--- config.mk ---
export PLATFORM = sky130hd
export DESIGN_NAME = timer_irq
export DESIGN_NICKNAME = d
export VERILOG_FILES = /design/src/rtl/timer_pkg.sv /design/src/rtl/timer_prescaler.sv /design/src/rtl/timer_irq.sv
export SDC_FILE = /design/constraint.sdc
export NUM_CORES = 1
export LEC_CHECK = 0
export ABC_AREA = 1
export CORE_MARGIN = 4
export CORE_UTILIZATION = 30
export DETAILED_ROUTE_END_ITERATION = 16
export GPL_TIMING_DRIVEN = 0
export PLACE_DENSITY_LB_ADDON = 0.2
export SYNTH_ARGS = -nofsm -noshare
export SYNTH_HDL_FRONTEND = slang
export SYNTH_HIERARCHICAL = 1
export SYNTH_SLANG_ARGS = --single-unit
export TNS_END_PERCENT = 5
--- constraint.sdc ---
create_clock -name clk -period 1.76 [get_ports clk]
set_input_delay 0.352 -clock clk [delete_from_list [all_inputs] [get_ports clk]]
set_output_delay 0.352 -clock clk [all_outputs]
set_load 0.01 [all_outputs]
--- src/rtl/timer_pkg.sv ---
// Shared definitions for the memory-mapped interval timer.
// Holds the register offsets, the TCON bit positions and the TCON layout.
package timer_pkg;

  localparam int unsigned DATA_W  = 32;
  localparam int unsigned OFS_W   = 5;
  localparam int unsigned PRESC_W = 16;

  localparam logic [OFS_W-1:0] TH_OFS      = 5'h00;
  localparam logic [OFS_W-1:0] TL_OFS      = 5'h04;
  localparam logic [OFS_W-1:0] TCON_OFS    = 5'h08;
  localparam logic [OFS_W-1:0] PRESC_OFS   = 5'h0C;
  localparam logic [OFS_W-1:0] SYSTICK_OFS = 5'h14;

  localparam int unsigned TCON_EN = 0;
  localparam int unsigned TCON_IE = 1;
  localparam int unsigned TCON_IS = 2;

  // Packed so that bit positions line up with TCON_EN/IE/IS.
  typedef struct packed {
    logic is_;
    logic ie;
    logic en;
  } tcon_t;

endpackage

--- src/rtl/timer_prescaler.sv ---
// Prescale counter: tick pulses when the counter equals limit, then restarts.
// Ports: clk, reset (sync, active-high), clear (restart count),
//        limit (tick period minus one), tick (combinational pulse).
module timer_prescaler
  import timer_pkg::*;
(
  input  logic               clk,
  input  logic               reset,
  input  logic               clear,
  input  logic [PRESC_W-1:0] limit,
  output logic               tick
);

  logic [PRESC_W-1:0] cnt_q, cnt_d;

  assign tick = (cnt_q == limit);

  // Count up, wrapping to 0 on a tick or an explicit restart.
  always_comb begin
    cnt_d = cnt_q + PRESC_W'(1);
    if (clear || tick) cnt_d = '0;
  end

  always_ff @(posedge clk) begin
    if (reset) cnt_q <= '0;
    else       cnt_q <= cnt_d;
  end

endmodule

--- src/rtl/timer_irq.sv ---
// Memory-mapped interval timer and interrupt source on the data-memory bus.
// Ports: clk, reset (sync, active-high), rd/wr bus strobes, addr (byte,
//        word aligned), wdata, rdata (combinational, 0 when rd=0),
//        irqout (IE & IS level request).
// Optional: define TIMER_PRESCALE_EN to add the PRESC register and prescaler;
//           otherwise the counter ticks every cycle and offset 0x0C is unmapped.
module timer_irq
  import timer_pkg::*;
#(
  parameter logic [DATA_W-1:0] BASE   = 32'h4000_0000,
  parameter logic [DATA_W-1:0] TH_RST = 32'h0000_0000
) (
  input  logic              clk,
  input  logic              reset,
  input  logic              rd,
  input  logic              wr,
  input  logic [DATA_W-1:0] addr,
  input  logic [DATA_W-1:0] wdata,
  output logic [DATA_W-1:0] rdata,
  output logic              irqout
);

  logic [DATA_W-1:0] th_q, th_d, tl_q, tl_d, sys_q, sys_d;
  tcon_t             tcon_q, tcon_d;
  logic              hit, tick, wrap;
  logic [OFS_W-1:0]  ofs;
  logic              we_th, we_tl, we_tcon;
  logic              unused_addr;

  // Address decode: the low two byte-address bits are don't-care.
  assign hit         = (addr[DATA_W-1:OFS_W] == BASE[DATA_W-1:OFS_W]);
  assign ofs         = {addr[OFS_W-1:2], 2'b00};
  assign unused_addr = ^addr[1:0];
  assign we_th       = wr && hit && (ofs == TH_OFS);
  assign we_tl       = wr && hit && (ofs == TL_OFS);
  assign we_tcon     = wr && hit && (ofs == TCON_OFS);

`ifdef TIMER_PRESCALE_EN
  logic [PRESC_W-1:0] presc_q, presc_d;
  logic               we_presc;

  assign we_presc = wr && hit && (ofs == PRESC_OFS);

  timer_prescaler u_presc (
    .clk   (clk),
    .reset (reset),
    .clear (we_tcon),
    .limit (presc_q),
    .tick  (tick)
  );

  always_comb begin
    presc_d = presc_q;
    if (we_presc) presc_d = wdata[PRESC_W-1:0];
  end

  always_ff @(posedge clk) begin
    if (reset) presc_q <= '0;
    else       presc_q <= presc_d;
  end
`else
  assign tick = 1'b1;
`endif

  // Wrap decision uses the pre-edge EN so a same-cycle TCON write cannot affect it.
  assign wrap = tick && tcon_q.en && (tl_q == '1);

  // Next state: counting first, then bus writes override; a wrap with the old
  // IE re-asserts IS last so a coinciding clear never loses an interrupt.
  always_comb begin
    th_d   = th_q;
    tl_d   = tl_q;
    tcon_d = tcon_q;
    sys_d  = sys_q + DATA_W'(1);
    if (tick && tcon_q.en) tl_d = wrap ? th_q : tl_q + DATA_W'(1);
    if (we_tl) tl_d = wdata;
    if (we_th) th_d = wdata;
    if (we_tcon) begin
      tcon_d.en  = wdata[TCON_EN];
      tcon_d.ie  = wdata[TCON_IE];
      tcon_d.is_ = tcon_q.is_ & wdata[TCON_IS];
    end
    if (wrap && tcon_q.ie) tcon_d.is_ = 1'b1;
  end

  always_ff @(posedge clk) begin
    if (reset) begin
      th_q   <= TH_RST;
      tl_q   <= '0;
      tcon_q <= '0;
      sys_q  <= '0;
    end else begin
      th_q   <= th_d;
      tl_q   <= tl_d;
      tcon_q <= tcon_d;
      sys_q  <= sys_d;
    end
  end

  // Read mux reflects pre-edge register state.
  always_comb begin
    rdata = '0;
    if (rd && hit) begin
      case (ofs)
        TH_OFS:      rdata = th_q;
        TL_OFS:      rdata = tl_q;
        TCON_OFS:    rdata = DATA_W'(tcon_q);
`ifdef TIMER_PRESCALE_EN
        PRESC_OFS:   rdata = DATA_W'(presc_q);
`else
        PRESC_OFS:   rdata = '0;
`endif
        SYSTICK_OFS: rdata = sys_q;
        default:     rdata = '0;
      endcase
    end
  end

  assign irqout = tcon_q.ie & tcon_q.is_;

endmodule
==> impl_metrics.json <==
{
  "cp_top_family": "buffers and inverters",
  "core_area_mm2": 0.0213,
  "cp.depth": 9,
  "endpoint_kind": "output port",
  "area_growth_pct": 38.7,
  "finalWirelength_um": 29200,
  "ys.warnings.count": 6,
  "start_util_pct": 30.8,
  "min_period_over_period_pct": 119,
  "grt_pass1_vias": 7560,
  "min_path_cells": 1,
  "timing.rr.end": "tl_q[15]$_SDFFE_PP0P_",
  "synth.top_cell.area_share_pct": 30.2,
  "synth_largest_area_cell": "dfxtp_1",
  "synth_fp_nets": 1181,
  "routedWlPerCell_um": 19.2,
  "p_leak_nw": 3.29,
  "p_per_area_mw_per_mm2": 520,
  "clkTransAtPathRegs_ns": 0.08,
  "synth_cells": 1111,
  "slew_headroom_pct": 46.4,
  "drive_gt1_share_pct": 20.3,
  "numCtsBuffers": 9,
  "drtIter0Drc": 735,
  "r2r_start": "tl_q[0]$_SDFFE_PP0P_",
  "grtUsageTotal_pct": 23.5,
  "cts.sinks": 99,
  "routed_via_density": 5.24,
  "overflow": 0,
  "fmax_ghz": 0.477,
  "setup_viol": 66,
  "grt_pass1_wl_um": 44100,
  "report.final.slew_viol_count": 0,
  "num_rows": 53,
  "layout_min_cycle_time_ns": 2.10,
  "dp.cells": 1484,
  "async_reset_ff_share_pct": 0,
  "die_area_mm2": 0.0243,
  "cp-startpoint": "addr[31]",
  "ios": 101,
  "clk_latency_ns": 0.37,
  "maxCapViolations": 0,
  "cts_root_buffer": "clkbuf_16",
  "critPathBufInv": 4,
  "crit_path_end": "rdata[24]",
  "grt_max_degree": 17,
  "whs_ns": 0.465,
  "fin_nets": 1311,
  "dp_hpwl_um": 21400,
  "synth_area_mm2": 0.00656,
  "path_class": "in2out",
  "cts_tree": "done",
  "r2r_slack_ns": -0.17,
  "seq_area_frac_synth_pct": 30.2,
  "grt_antenna_before_repair": 0,
  "fin_cells": 1521,
  "synth_most_common_cell": "nand2_1",
  "min_path_type": "reg2reg",
  "first_pass_iters": 5,
  "holdCritStartpoint": "sys_q[0]$_SDFF_PP0_",
  "rsz0062_at_grt": "yes",
  "ctsHtreeMaxLevel": 3,
  "clock_path_buffers": 2,
  "hold_violations": 0,
  "num_vias": 7968,
  "cp_max_fo": 7,
  "io_buffers": 98,
  "worst_path_most_repeated_cell": "buf_6",
  "violations": "setup timing",
  "final_area_mm2": 0.00909,
  "yosys-top-cells-area": "dfxtp_1 (30%), nand2_1 (16%), nor2_1 (13%), nand3_1 (6.1%), inv_1 (5.5%)",
  "chipHeight_um": 156,
  "tightest_slew_ns": 0.803,
  "ant_nets": 0,
  "cp-start-kind": "input port",
  "reg2reg_depth": 13,
  "arrival_ns": 1.75,
  "finClkSkew_ns": 0.0114,
  "fin_ws_ns": -0.339,
  "syn_avg_cell_area_um2": 5.90,
  "placed_cell_area_mm2": 0.00788,
  "synth-edff-count": 0,
  "ys.flop_type": "dfxtp_1",
  "nFillCells": 2238,
  "max_stage_delay_ns": 0.18,
  "crit_chain": "clkdlybuf4s15_1 > nor3b_2 > nand2_1 > nor2_4 > o211ai_1 > buf_6 > clkbuf_16 > a31oi_4 > buf_6",
  "slowest_stage": "clkdlybuf4s15_1",
  "status": "finished, violations left",
  "ys_types": 38,
  "synth_common_cells": "nand2_1 (274), nor2_1 (223), dfxtp_1 (99)",
  "irDropWorstVdd_v": 0.000379,
  "crit_required_ns": 1.41,
  "n_antenna_cell": 0,
  "die_w_um": 156,
  "synth-seq-cells": 99,
  "gp_congestion": 0.987,
  "remaining_drc_errors": 0
}
==> power breakdown <==
part	internal (W)	switching, W	leakage, nW	total (W)
Sequential	0.00224	0.00000807	0.810	0.00225
Clock	0.00111	0.000994	0.143	0.00210
Combinational	0.000180	0.000196	2.34	0.000376
==> layout make-up <==
class	count	area [um2]	area share, %
tap	275	344	3.78
sequential	99	2020	22.2
inverter	101	399	4.39
clock inverter	6	65.1	0.715
timing repair buffer	119	1040	11.5
multi-input combinational	860	4530	49.8
buffer	51	465	5.12
clock buffer	10	229	2.52
==> worst register-to-register path, cell delays in order (launching register included) <==
cell	delay, ns
dfxtp_4	0.38
ha_4	0.15
nand2_4	0.06
nor2_4	0.17
nand2_4	0.11
nor2_8	0.18
nand3_4	0.11
buf_12	0.17
buf_6	0.15
nand3_1	0.10
o21ai_1	0.07
nor2_1	0.09
nor2_1	0.05
nor2_1	0.07
==> cells in the final DEF (no fill, tap or decap), types with 20 or more instances in the layout <==
cell type        Yosys  layout
a21oi_1             48      44
buf_2               10      41
buf_6                4      32
clkdlybuf4s50_1      0      35
dfxtp_1             99      76
dfxtp_2              0      20
inv_1               96      94
nand2_1            274     267
nand3_1             80      77
nand4_1             24      24
nor2_1             223     200
nor2_4               1      26
nor3_1              45      41
o21ai_0             53      52
==> through the flow <==
step	total power, W	setup WS, ns	TNS, ns	utilization [%]
4_1_cts	0.00471	-0.327	-15.34	41.0
3_5_place_dp	0.00262	-1.76	-118.03	37.0
6_report	0.00473	-0.339	-14.53	42.7
5_1_grt	0.00486	-0.421	-20.74	42.7
2_1_floorplan	0.00239	-0.0153	-0.131	-
3_3_place_gp	0.00262	-1.73	-115.66	37.0
==> cells by family after synthesis <==
kind of cell	synth area share, %
simple gates	45.6
buf+inv	9.35
compound gates	12.5
flops	30.2
xor+xnor	2.00
fa+ha+maj	0.382
==> worst min-delay path by stage <==
| stage | slack [ns] | end |
|---|---|---|
| 2_1_floorplan | 0.43 | sys_q[0]$_SDFF_PP0_ |
| 5_1_grt | 0.48 | sys_q[0]$_SDFF_PP0_ |
| 3_5_place_dp | 0.47 | sys_q[28]$_SDFF_PP0_ |
| 3_3_place_gp | 0.46 | sys_q[31]$_SDFF_PP0_ |
| 6_report | 0.47 | sys_q[0]$_SDFF_PP0_ |
| 4_1_cts | 0.48 | sys_q[28]$_SDFF_PP0_ |
==> registers in the layout (all words and copies together) (netlist names) <==
| register | cells |
|---|---|
| sys_q | 32 |
| th_q | 32 |
| tl_q | 32 |
| tcon_q | 3 |
==> metal layers <==
metal	up-vias	part of all wire (%)	GRT usage [%]	routed length [um]
li1	3873	-	-	-
met1	3721	43	30.7	12500
met2	309	47	38.4	13700
met3	65	7.0	5.08	2050
met4	0	3.1	8.55	894
met5	-	0	0	0
==> timing repair <==
item                                    CTS  global route
endpoints found under the setup margin  113           118
resized for setup                       366            92
hold endpoints to repair                  0             0
cloned                                    3             0
setup buffers                            12             6
hold buffers                              0             0
pin swaps                                36            23
(Power assumes the default switching activity.)
